<file path="config.mk">
export PLATFORM = sky130hd
export DESIGN_NAME = vga_sync_decoder
export DESIGN_NICKNAME = d
export VERILOG_FILES = /design/src/rtl/vga_timing_pkg.sv /design/src/rtl/vga_axis_counter.sv /design/src/rtl/vga_sync_decoder.sv
export SDC_FILE = /design/constraint.sdc
export NUM_CORES = 1
export LEC_CHECK = 0
export CAP_MARGIN = 20
export CORE_UTILIZATION = 45
export DETAILED_ROUTE_END_ITERATION = 8
export GPL_TIMING_DRIVEN = 0
export HOLD_SLACK_MARGIN = 0.02
export MAX_ROUTING_LAYER = met4
export PLACE_DENSITY = 0.74
export SYNTH_ARGS = -nofsm -noshare
export SYNTH_HDL_FRONTEND = slang
export SYNTH_SLANG_ARGS = --single-unit
</file>
<file path="constraint.sdc">
create_clock -name clk -period 13.7 [get_ports clk]
set_input_delay 2.055 -clock clk [delete_from_list [all_inputs] [get_ports clk]]
set_output_delay 2.055 -clock clk [all_outputs]
set_load 0.05 [all_outputs]
</file>
<file path="src/rtl/vga_timing_pkg.sv">
// vga_timing_pkg: shared 640x480@60 timing constants and decoder lock states
package vga_timing_pkg;
    localparam int VGA_H_TOTAL = 800;
    localparam int VGA_H_SYNC  = 96;
    localparam int VGA_H_BP    = 48;
    localparam int VGA_H_ACT   = 640;
    localparam int VGA_V_TOTAL = 525;
    localparam int VGA_V_SYNC  = 2;
    localparam int VGA_V_BP    = 33;
    localparam int VGA_V_ACT   = 480;
    typedef enum logic [1:0] {SEARCH, VERIFY, LOCKED} state_e;
endpackage

</file>
<file path="src/rtl/vga_axis_counter.sv">
// vga_axis_counter: saturating position counter with edge clear and period-length check
// clk, rst(active-low async) | en_i: advance strobe | clr_i: sync edge, restart at 0
// chk_i: enable length check | pos_o: position of the current sample | err_o: bad period length
module vga_axis_counter #(
    parameter int LEN = 800
) (
    input  logic       clk,
    input  logic       rst,
    input  logic       en_i,
    input  logic       clr_i,
    input  logic       chk_i,
    output logic [9:0] pos_o,
    output logic       err_o
);
    logic [9:0] pos_q, pos_d;
    // Saturation keeps a missing sync from wrapping back into a valid-looking length.
    assign pos_d = !en_i ? pos_q : clr_i ? 10'd0 : (&pos_q) ? pos_q : pos_q + 10'd1;
    assign pos_o = pos_d;
    assign err_o = en_i && clr_i && chk_i && (pos_q != 10'(LEN - 1));
    always_ff @(posedge clk or negedge rst) begin
        if (!rst) pos_q <= '0;
        else      pos_q <= pos_d;
    end
endmodule

</file>
<file path="src/rtl/vga_sync_decoder.sv">
// vga_sync_decoder: recovers VGA pixel coordinates, verifies timing and checksums locked frames
// clk, rst(active-low async), pix_en: pixel strobe | HS, VS, R, G, B: monitored VGA bus
// de, x, y, pix: active-area pixel | frame_done, frame_sum: per-frame checksum | locked, err: timing status
module vga_sync_decoder
    import vga_timing_pkg::*;
#(
    parameter int H_TOTAL  = VGA_H_TOTAL,
    parameter int H_SYNC   = VGA_H_SYNC,
    parameter int H_BP     = VGA_H_BP,
    parameter int H_ACT    = VGA_H_ACT,
    parameter int V_TOTAL  = VGA_V_TOTAL,
    parameter int V_SYNC   = VGA_V_SYNC,
    parameter int V_BP     = VGA_V_BP,
    parameter int V_ACT    = VGA_V_ACT,
    parameter bit SYNC_POL = 1'b0
) (
    input  logic        clk,
    input  logic        rst,
    input  logic        pix_en,
    input  logic        HS,
    input  logic        VS,
    input  logic [2:0]  R,
    input  logic [2:0]  G,
    input  logic [1:0]  B,
    output logic        de,
    output logic [9:0]  x,
    output logic [9:0]  y,
    output logic [7:0]  pix,
    output logic        frame_done,
    output logic [31:0] frame_sum,
    output logic        locked,
    output logic        err
);
    localparam logic [9:0] H_LO = 10'(H_SYNC + H_BP);
    localparam logic [9:0] H_HI = 10'(H_SYNC + H_BP + H_ACT - 1);
    localparam logic [9:0] V_LO = 10'(V_SYNC + V_BP);
    localparam logic [9:0] V_HI = 10'(V_SYNC + V_BP + V_ACT - 1);
    state_e      state_q, state_d;
    logic        hs_s_q, hs_s_d, vs_s_q, vs_s_d;
    logic        de_q, de_d, done_q, done_d, err_q, err_d;
    logic [9:0]  x_q, x_d, y_q, y_d, hpos, vpos;
    logic [7:0]  pix_q, pix_d;
    logic [31:0] sum_q, sum_d, acc_q, acc_d, acc_add;
    logic        hs_a, vs_a, hs_edge, vs_edge, chk, line_err, frame_err, any_err, win, restart, wrap;
    // Sync levels are held internally as "active" so reset means "inactive" for either polarity.
    assign hs_a    = (HS == SYNC_POL);
    assign vs_a    = (VS == SYNC_POL);
    assign hs_edge = pix_en && hs_a && !hs_s_q;
    // VS is only judged at line starts, against its level at the previous line start.
    assign vs_edge = hs_edge && vs_a && !vs_s_q;
    assign hs_s_d  = pix_en ? hs_a : hs_s_q;
    assign vs_s_d  = hs_edge ? vs_a : vs_s_q;
    assign chk     = (state_q != SEARCH);
    vga_axis_counter #(.LEN(H_TOTAL)) u_h (
        .clk(clk), .rst(rst), .en_i(pix_en), .clr_i(hs_edge), .chk_i(chk), .pos_o(hpos), .err_o(line_err)
    );
    vga_axis_counter #(.LEN(V_TOTAL)) u_v (
        .clk(clk), .rst(rst), .en_i(hs_edge), .clr_i(vs_edge), .chk_i(chk), .pos_o(vpos), .err_o(frame_err)
    );
    assign any_err = line_err || frame_err;
    assign state_d = any_err ? SEARCH : !vs_edge ? state_q : (state_q == SEARCH) ? VERIFY : LOCKED;
    assign win     = hpos >= H_LO && hpos <= H_HI && vpos >= V_LO && vpos <= V_HI;
    assign de_d    = pix_en ? (win && state_d == LOCKED) : de_q;
    assign x_d     = (pix_en && win) ? hpos - H_LO : x_q;
    assign y_d     = (pix_en && win) ? vpos - V_LO : y_q;
    assign pix_d   = pix_en ? {R, G, B} : pix_q;
    assign acc_add = acc_q + ((pix_en && de_d) ? {24'd0, pix_d} : 32'd0);
    // A clean VS-edge out of VERIFY or LOCKED starts a fresh sum; only LOCKED publishes it.
    assign restart = vs_edge && chk && !any_err;
    assign wrap    = restart && state_q == LOCKED;
    assign acc_d   = restart ? 32'd0 : acc_add;
    assign sum_d   = wrap ? acc_add : sum_q;
    assign done_d  = wrap;
    assign err_d   = err_q || any_err;
    always_ff @(posedge clk or negedge rst) begin
        if (!rst) begin
            state_q <= SEARCH;
            hs_s_q  <= 1'b0;
            vs_s_q  <= 1'b0;
            de_q    <= 1'b0;
            x_q     <= '0;
            y_q     <= '0;
            pix_q   <= '0;
            done_q  <= 1'b0;
            sum_q   <= '0;
            acc_q   <= '0;
            err_q   <= 1'b0;
        end else begin
            state_q <= state_d;
            hs_s_q  <= hs_s_d;
            vs_s_q  <= vs_s_d;
            de_q    <= de_d;
            x_q     <= x_d;
            y_q     <= y_d;
            pix_q   <= pix_d;
            done_q  <= done_d;
            sum_q   <= sum_d;
            acc_q   <= acc_d;
            err_q   <= err_d;
        end
    end
    assign de         = de_q;
    assign x          = x_q;
    assign y          = y_q;
    assign pix        = pix_q;
    assign frame_done = done_q;
    assign frame_sum  = sum_q;
    assign locked     = (state_q == LOCKED);
    assign err        = err_q;
endmodule

</file>
# == Word level (Yosys, flattened, before mapping) ==
# Index checks and enable logic that the tools add are counted.
# Widths: inputs -> output; s select.
# totals
ff_bits,119
elab_cells,69
# op_classes
addsub,5
order_cmp,4
eq_ne,4
muxes,13
bitwise_logic,2
reduce_logical,28
# op_table
operator,n
$mux 10,6
$add 32x8->32,1
$mux 32,1
$add 10x1->10 const B,2
$le 10x10->1 const B,2
$ne 10x10->1 const B,2
$reduce_and 10->1,2
$logic_and 1x1->1,19
$mux 8,2
$ge 10x6->1 const B,1
$ge 10x8->1 const B,1
$sub 10x6->10 const B,1
$sub 10x8->10 const B,1
$mux 2,3
$eq 2x2->1 const B,2
$logic_not 1->1,3
$logic_not 2->1,1
$logic_or 1x1->1,2
$not 1->1,2
$reduce_bool 2->1,1
$mux 1,1

# == Logic depth before layout (Yosys ltp) ==
# Gate-level depths: netlist (run 1).
# logic_depth
ltp_word,17
ltp_mapped,27
depth_no_buf,23

# == By module ==
# From an unflattened synthesis (run 1), not the netlist that was laid out.
# unflattened
hier_cells,609
hier_area_um2,6128.4
# by_module_without_submodules
mod,instances,cells_per_inst,area_per_inst_um2
vga_sync_decoder,1,468,4800.9
vga_axis_counter at u_h,1,70,669.4
vga_axis_counter at u_v,1,71,658.1

# == Worst setup path after synthesis (run 1) ==
# Ideal clock, no wire load.
# synth_timing
kind,input -> register
startpoint,input pix_en
endpoint,"register sum_q[24], in the netlist frame_sum[24]"
setup_ps,132
arrival_ps,6836
slack_ps,6732
stages,24
path_cell_list,buf_1 clkbuf_1 o2111ai_1 and3_1 nor2_1 ha_1 o211ai_1 or4_1 a41oi_1 and4_1 buf_6 buf_2 and3_1 ha_1 inv_1 fa_1 nor2b_1 o21ai_0 a21oi_1 o21ai_0 clkbuf_1 a2111oi_0 xnor2_1 o21ai_0
# synth_via
elab_chain_cells,15
# synth_lines
item,line,text
start: declaration,vga_sync_decoder.sv:19,"input logic pix_en,"
branches (longest 15 deep; another with $ge 10x6->1),n/a,
end signal: assignment,vga_sync_decoder.sv:97,sum_q <= sum_d;
end: declaration,vga_sync_decoder.sv:43,"logic [31:0] sum_q, sum_d, acc_q, acc_d, acc_add;"
# Several ways; the timed one is not identified.
# A chain may end at the register's enable or synchronous reset.

# == Final worst setup path (run 1) ==
# Ends and elaborated chain as after synthesis.

==> out/results.ini, run 1 <==
[outcome]
status = finished, final reports clean

[cells_and_area]
fillers = 1120
antennaDiodeCount = 0
area_growth_pct = 27.45
layout.nets = 731
drive_gt1_share_pct = 9.664
layout_commonest_cell = dfrtp_1
mostFrequentLayoutCells = dfrtp_1 (119), clkdlybuf4s50_1 (75), nand2_1 (57)

[synthesis]
syn_area_um2 = 6095
ys_types = 63
syn_inst = 604
synth-main-ff-cell = dfrtp_1
ys_warn_count = 0
yosysSeqAreaShare_pct = 48.86
synthArstFlopShare_pct = 100.0
synthesis.nets = 634
postSynthAreaPerCell_um2 = 10.09
ys_seq_elements = 119
synth_edf_count = 0

[timing]
min_period_ns = 8.540
hold_viol = 0
slew_headroom_pct = 33.41
fmax_ghz = 0.1171
setup_violations = 0
finalCritPeriodShare_pct = 62.34
rsz0062_at_grt = no
drv_slew = 0
fin_setup_tns_ns = 0
worst_pin_slew_ns = 0.9921
clock_skew_ns = 0.007827

[route]
drt-total-wl_um = 15610
first_pass_iters = 5
vias = 5034
drt_iter0_markers = 386
ant_nets = 0
routed_via_density = 5.656
drc = 0
post_drt_wl_per_cell_um = 17.54

[floorplan]
initial_core_util_pct = 46.02
chipHeight_um = 118.4
core.rowCount = 42
die-area_um2 = 14010
ioPinCount = 77
die_x_um = 118.4
core_area_um2 = 13240

[power]
powerDensity_nw_per_um2 = 135.0
leakage_nw = 3.494
power_mw = 1.049
ir_worst_vdd_uv = 87.80

[place]
dp_hpwl_um = 10980
place_congestion = 0.8870
port_buffers = 76

[min_path]
min-delay-path-class = flop to flop
min_from = err$_DFF_PN0_
hold_depth = 1
whs_endpoint = err$_DFF_PN0_

[critical_path]
critPathMaxFanout = 10
max_stage_delay_ns = 0.61
r2r-start = hs_s_q$_DFFE_PN0P_
path_common_cell = o21ai_0
crit_type = input pin to flop
cp-start-kind = input pin
slowest_stage = a2111oi_0
crit_arrival_ns = 8.82
worstPathRequired_ns = 13.98
cp.depth = 25
r2r_slack_ns = 7.27
ff2ff_path_depth = 24
startpoint = pix_en
critPathBufInv = 7
timing.rr.end = frame_sum[24]$_DFFE_PN0P_
cp-end-kind = flop
crit_family = buffers and inverters

[global_routing]
grt_pass1_wl_um = 25960
antenna_found_initial = 0
grt_pass1_vias = 5176
busiest_layer = met2
grt_max_degree = 84
use_met2_pct = 40.29
gr-total-overflow = 0
use_met3_pct = 4.730
met1_usage_pct = 29.46
grt_usage_pct = 24.32

[clock_tree]
clk_pin_slew_ns = 0.06
cts_root_buffer = clkbuf_16
clock_latency_ns = 0.42
cts.path.max_buffers = 2
ctsHoldBuffers = 0
cts_setup_buffers = 0
cts_tree = done
cts.repair.resized = 0
numCtsBuffers = 17
clock-sinks = 119
htreeDepth = 4

[job]
drv_cap = 0

-- metrics by stage --
stage / worst slack (ns) / utilization, % / hold slack [ns] / area (um^2) / cells
floorplan: 6.732 / - / 0.4875 / 6095 / 604
global placement: 4.899 / 53.43 / 0.4540 / 7076 / 856
detailed placement: 4.794 / 53.68 / 0.4553 / 7109 / 858
CTS: 5.145 / 58.65 / 0.4734 / 7767 / 890
global route: 4.604 / 58.65 / 0.5040 / 7767 / 890
finish: 5.160 / 58.65 / 0.4654 / 7767 / 890
-- cell type report --
class                      instances  area (um^2)  share of cell area, %
buffer                            30        140.1                  1.804
clock buffer                      17        425.4                  5.477
clock inverter                    15        232.7                  2.996
inverter                          26        97.59                  1.256
multi-input combinational        429         2879                  37.07
sequential                       119         2978                  38.34
tap                              176        220.2                  2.835
timing repair buffer              78        794.5                  10.23
-- synthesized netlist by cell type, types with 2 or more instances --
library cell / n / area, um^2
and3_1: 18 / 112.6
nor4_1: 7 / 43.79
a211o_1: 2 / 17.52
xor2_1: 20 / 175.2
nand3_1: 22 / 110.1
or2_2: 2 / 12.51
buf_2: 4 / 20.02
nor2b_1: 4 / 25.02
inv_1: 26 / 97.59
nand4_1: 9 / 56.30
o21a_1: 3 / 22.52
a211oi_1: 12 / 90.09
or4_1: 3 / 22.52
mux2_2: 9 / 101.4
or3_1: 3 / 18.77
o2111ai_1: 4 / 35.03
nor2_1: 50 / 187.7
buf_1: 2 / 7.510
a2111oi_0: 8 / 70.07
nand2_1: 57 / 214.0
a31oi_1: 7 / 43.79
ha_1: 16 / 200.2
a311oi_1: 2 / 17.52
or3b_4: 2 / 22.52
o31a_1: 3 / 26.28
o21ai_1: 3 / 15.01
a21o_1: 3 / 22.52
a41oi_1: 5 / 43.79
o22ai_1: 3 / 18.77
o211ai_1: 8 / 60.06
a21oi_1: 17 / 85.08
o21ai_0: 42 / 210.2
mux2i_1: 4 / 40.04
nor3_1: 6 / 30.03
a41o_1: 2 / 20.02
nand2b_1: 6 / 37.54
dfrtp_1: 119 / 2978
xnor2_1: 19 / 166.4
and4_1: 7 / 61.31
clkbuf_1: 21 / 78.83
nor4_2: 2 / 25.02
and2_1: 6 / 37.54
mux2_1: 8 / 90.09
mux2_4: 7 / 105.1
buf_6: 3 / 33.78
-- worst max-delay path by stage --
| stage | to | slack (ns) |
|---|---|---|
| 2_1_floorplan | frame_sum[24]$_DFFE_PN0P_ | 6.73 |
| 3_3_place_gp | frame_sum[28]$_DFFE_PN0P_ | 4.90 |
| 3_5_place_dp | frame_sum[26]$_DFFE_PN0P_ | 4.79 |
| 4_1_cts | frame_sum[24]$_DFFE_PN0P_ | 5.15 |
| 5_1_grt | frame_sum[28]$_DFFE_PN0P_ | 4.60 |
| 6_report | frame_sum[24]$_DFFE_PN0P_ | 5.16 |
-- routing by layer --
layer	wire length, um	part of all wire, %	vias to the layer above
li1	-	-	2372
met1	6794	44	2484
met2	7831	50	150
met3	651	4.2	28
met4	331	2.1	0
met5	0	0	-
-- power breakdown --
part / internal, mW / leakage (nW) / switching, mW
clock network: 0.327 / 0.320 / 0.175
logic: 0.0546 / 1.57 / 0.0997
registers: 0.371 / 1.61 / 0.0218
total: 0.753 / 3.49 / 0.296
-- logic make-up (layout without fill, tap and decap cells) --
family	after synthesis	after routing	synth area share [%]
AO/OA/AOI/OAI	136	136	14.93
XOR/XNOR	39	39	5.605
adder cells (fa/ha/maj)	17	17	3.613
buffers and inverters	56	166	3.901
flip-flops	119	119	48.86
multiplexers	28	28	5.523
AND/OR/NAND/NOR	209	209	17.57
-- state kept, by name (all words and copies together) (netlist names) --
signal	flops
x	10
err	1
vs_s_q	1
pix	8
frame_sum	32
u_h.pos_q	10
y	10
acc_q	32
hs_s_q	1
de	1
frame_done	1
state_q	2
u_v.pos_q	10
No activity file was read; power rests on OpenSTA's default activity.
==> run 2, diff against run 1 <==
--- a/config.mk
+++ b/config.mk
@@ -11,7 +11,7 @@
 export GPL_TIMING_DRIVEN = 0
 export HOLD_SLACK_MARGIN = 0.02
 export MAX_ROUTING_LAYER = met4
-export PLACE_DENSITY = 0.74
+export PLACE_DENSITY = 0.77
 export SYNTH_ARGS = -nofsm -noshare
 export SYNTH_HDL_FRONTEND = slang
 export SYNTH_SLANG_ARGS = --single-unit
==> constraint.sdc (replaced) <==
create_clock -name clk -period 7.4 [get_ports clk]
set_input_delay 1.11 -clock clk [delete_from_list [all_inputs] [get_ports clk]]
set_output_delay 1.11 -clock clk [all_outputs]
set_load 0.05 [all_outputs]
==> run 2 against run 1 <==
  * The run now ends with DRC left
  * Final area increased by 0.18%
  * Via count increased by 0.87%
  * Sequential power increased by 85%
==> out/results.ini, run 2 (synthesized netlist as in run 1, its figures left out) <==
[route]
drt_iter0_markers = 341  ; -12%
ant_nets = 0  ; unchanged
drt-total-wl_um = 15440  ; -1.1%
first_pass_iters = 9  ; +4
drc = 1  ; +1
post_drt_wl_per_cell_um = 17.37  ; -0.95%
routed_via_density = 5.712  ; +0.99%
vias = 5078  ; +0.87%

[critical_path]
critPathMaxFanout = 10  ; unchanged
path_common_cell = buf_6
crit_type = input pin to flop
crit_chain = clkdlybuf4s50_1 -> or3b_4 -> buf_6 -> clkbuf_1 -> o21ai_0 -> and2_1 -> inv_1 -> ha_1 -> o221ai_1 -> or3b_4 -> and4_1 -> buf_6 -> buf_6 -> and3_1 -> ha_1 -> a21o_1 -> a21oi_1 -> nand2b_1 -> a211oi_1 -> clkbuf_1 -> o2111ai_1 -> xor2_1 -> o21ai_0
cp-end-kind = flop
cp-start-kind = input pin
worstPathRequired_ns = 7.69  ; -6.29 ns
max_stage_delay_ns = 0.57  ; -0.04 ns
slowest_stage = clkdlybuf4s50_1
crit_arrival_ns = 7.21  ; -1.61 ns

[floorplan]
die-area_um2 = 14010  ; unchanged
die_x_um = 118.4  ; unchanged
core_area_um2 = 13240  ; unchanged
chipHeight_um = 118.4  ; unchanged
core.rowCount = 42  ; unchanged
ioPinCount = 77  ; unchanged
initial_core_util_pct = 46.02  ; unchanged

[timing]
min_period_ns = 6.921
setup_violations = 0  ; unchanged
drv_slew = 0  ; unchanged
slew_headroom_pct = 37.17  ; +3.8 points
finalCritPeriodShare_pct = 93.52
fmax_ghz = 0.1445
rsz0062_at_grt = no
hold_viol = 0  ; unchanged
fin_hold_ws_ns = 0.4732  ; +0.007800 ns
fin_ws_ns = 0.4793  ; -4.681 ns
clock_skew_ns = 0.009039  ; +0.001212 ns
worst_pin_slew_ns = 0.9368  ; -0.05530 ns

[place]
dp_hpwl_um = 10690  ; -2.7%
dp.cells = 858  ; unchanged
dp_slack_ns = -0.5705  ; -5.364 ns
port_buffers = 76  ; unchanged
place_congestion = 0.8855  ; -0.17%

[clock_tree]
clock_latency_ns = 0.42  ; about the same
ctsHoldBuffers = 0  ; unchanged
htreeDepth = 4  ; unchanged
clk_pin_slew_ns = 0.06  ; about the same
cts_tree = done
clock-sinks = 119  ; unchanged
cts.path.max_buffers = 2  ; unchanged
cts_root_buffer = clkbuf_16
numCtsBuffers = 17  ; unchanged
cts_setup_buffers = 0  ; unchanged

[global_routing]
grt_max_degree = 101  ; +20%
gr-total-overflow = 0  ; unchanged
grt_usage_pct = 23.68  ; -0.64 points
antenna_found_initial = 0  ; unchanged
grt_pass1_wl_um = 25370  ; -2.3%
grt_pass1_vias = 5136  ; -0.77%

[cells_and_area]
layout.nets = 731  ; unchanged
mostFrequentLayoutCells = dfrtp_1 (119), clkdlybuf4s50_1 (75), nand2_1 (57)
layout_commonest_cell = dfrtp_1
antennaDiodeCount = 0  ; unchanged
final_cells = 889  ; -0.11%
area_growth_pct = 27.67
fillers = 1121  ; +0.089%
drive_gt1_share_pct = 10.66  ; +1.0 points
finish.utilization_pct = 58.76  ; +0.10 points

[power]
power_mw = 1.902  ; +81%
leakage_nw = 3.492  ; about the same
ir_worst_vdd_uv = 145.0  ; +65%
powerDensity_nw_per_um2 = 244.5  ; +81%

[job]
drv_cap = 0  ; unchanged

[outcome]
status = finished with violations
failed_checks = DRC

[min_path]
min-delay-path-class = flop to flop

run 2: changes by cell type in the layout (fill, tap and decap cells not counted), sizes merged:
cell,previous run,this run
bufinv,5,4
clkbuf,38,42
clkinvlp,1,2
buf,12,11
clkinv,1,4
inv,34,27
run 2: final timing paths:
check                                            start                         to  slack [ns]  depth (start not counted)
worst min register to register           err$_DFF_PN0_              err$_DFF_PN0_        0.47                          1
min in group asynchronous                          rst     u_v.pos_q[4]$_DFF_PN0_        0.53                          1
worst min-delay path                     err$_DFF_PN0_              err$_DFF_PN0_        0.47                          1
max in group asynchronous                          rst        acc_q[15]$_DFF_PN0_        6.13                          2
worst max-delay path                            pix_en  frame_sum[25]$_DFFE_PN0P_        0.48                         23
worst max register to register  u_h.pos_q[0]$_DFF_PN0_  frame_sum[26]$_DFFE_PN0P_        1.34                         26
run 2: power breakdown:
group	internal, mW	switching (mW)
registers	0.687	0.0389
logic	0.102	0.184
clock network	0.588	0.302
total	1.38	0.525
run 2: what timing repair did:
action                                  4_1_cts  5_1_grt
gates resized for setup                       1       12
gates cloned                                  0        0
endpoints found under the setup margin        8       21
run 2: worst max-delay path, delay by kind of cell:
| kind | cells | cell delay [ns] |
|---|---|---|
| AOI/OAI and AO/OA | 7 | 1.77 |
| adders and majority gates | 2 | 0.54 |
| xor gates and xnor gates | 1 | 0.26 |
| and+or+nand+nor | 6 | 1.68 |
| buffers and inverters | 7 | 1.80 |
run 2: final cells by class:
class | instances | area (um^2) | area share [%]
Clock buffer | 20 | 466.7 | 5.998
Multi-Input combinational cell | 429 | 2909 | 37.39
Sequential cell | 119 | 2978 | 38.27
Timing Repair Buffer | 78 | 794.5 | 10.21
Inverter | 26 | 97.59 | 1.254
Clock inverter | 11 | 171.4 | 2.203
Tap cell | 176 | 220.2 | 2.830
Buffer | 30 | 143.9 | 1.849
run 2: metal layers:
layer	GRT usage (%)	wire, um	up-vias
met1	28.78	6568	2523
met2	38.20	7825	156
met4	9.731	315	0
met3	5.357	732	34
met5	-	0	-
li1	-	-	2365
run 2: metrics by stage:
stage | cell area [um^2] | setup TNS, ns
detailed placement | 7109 | -8.417
global placement | 7076 | -4.309
finish | 7781 | 0
global route | 7781 | 0
CTS | 7749 | 0
floorplan | 6095 | 0
==> run 3, diff against run 2 <==
--- a/config.mk
+++ b/config.mk
@@ -7,6 +7,7 @@
 export LEC_CHECK = 0
 export CAP_MARGIN = 20
 export CORE_UTILIZATION = 45
+export CTS_CLUSTER_DIAMETER = 50
 export DETAILED_ROUTE_END_ITERATION = 8
 export GPL_TIMING_DRIVEN = 0
 export HOLD_SLACK_MARGIN = 0.02
==> results of run 3 <==
Final layout, timing and power as in run 2 (identical DEF).
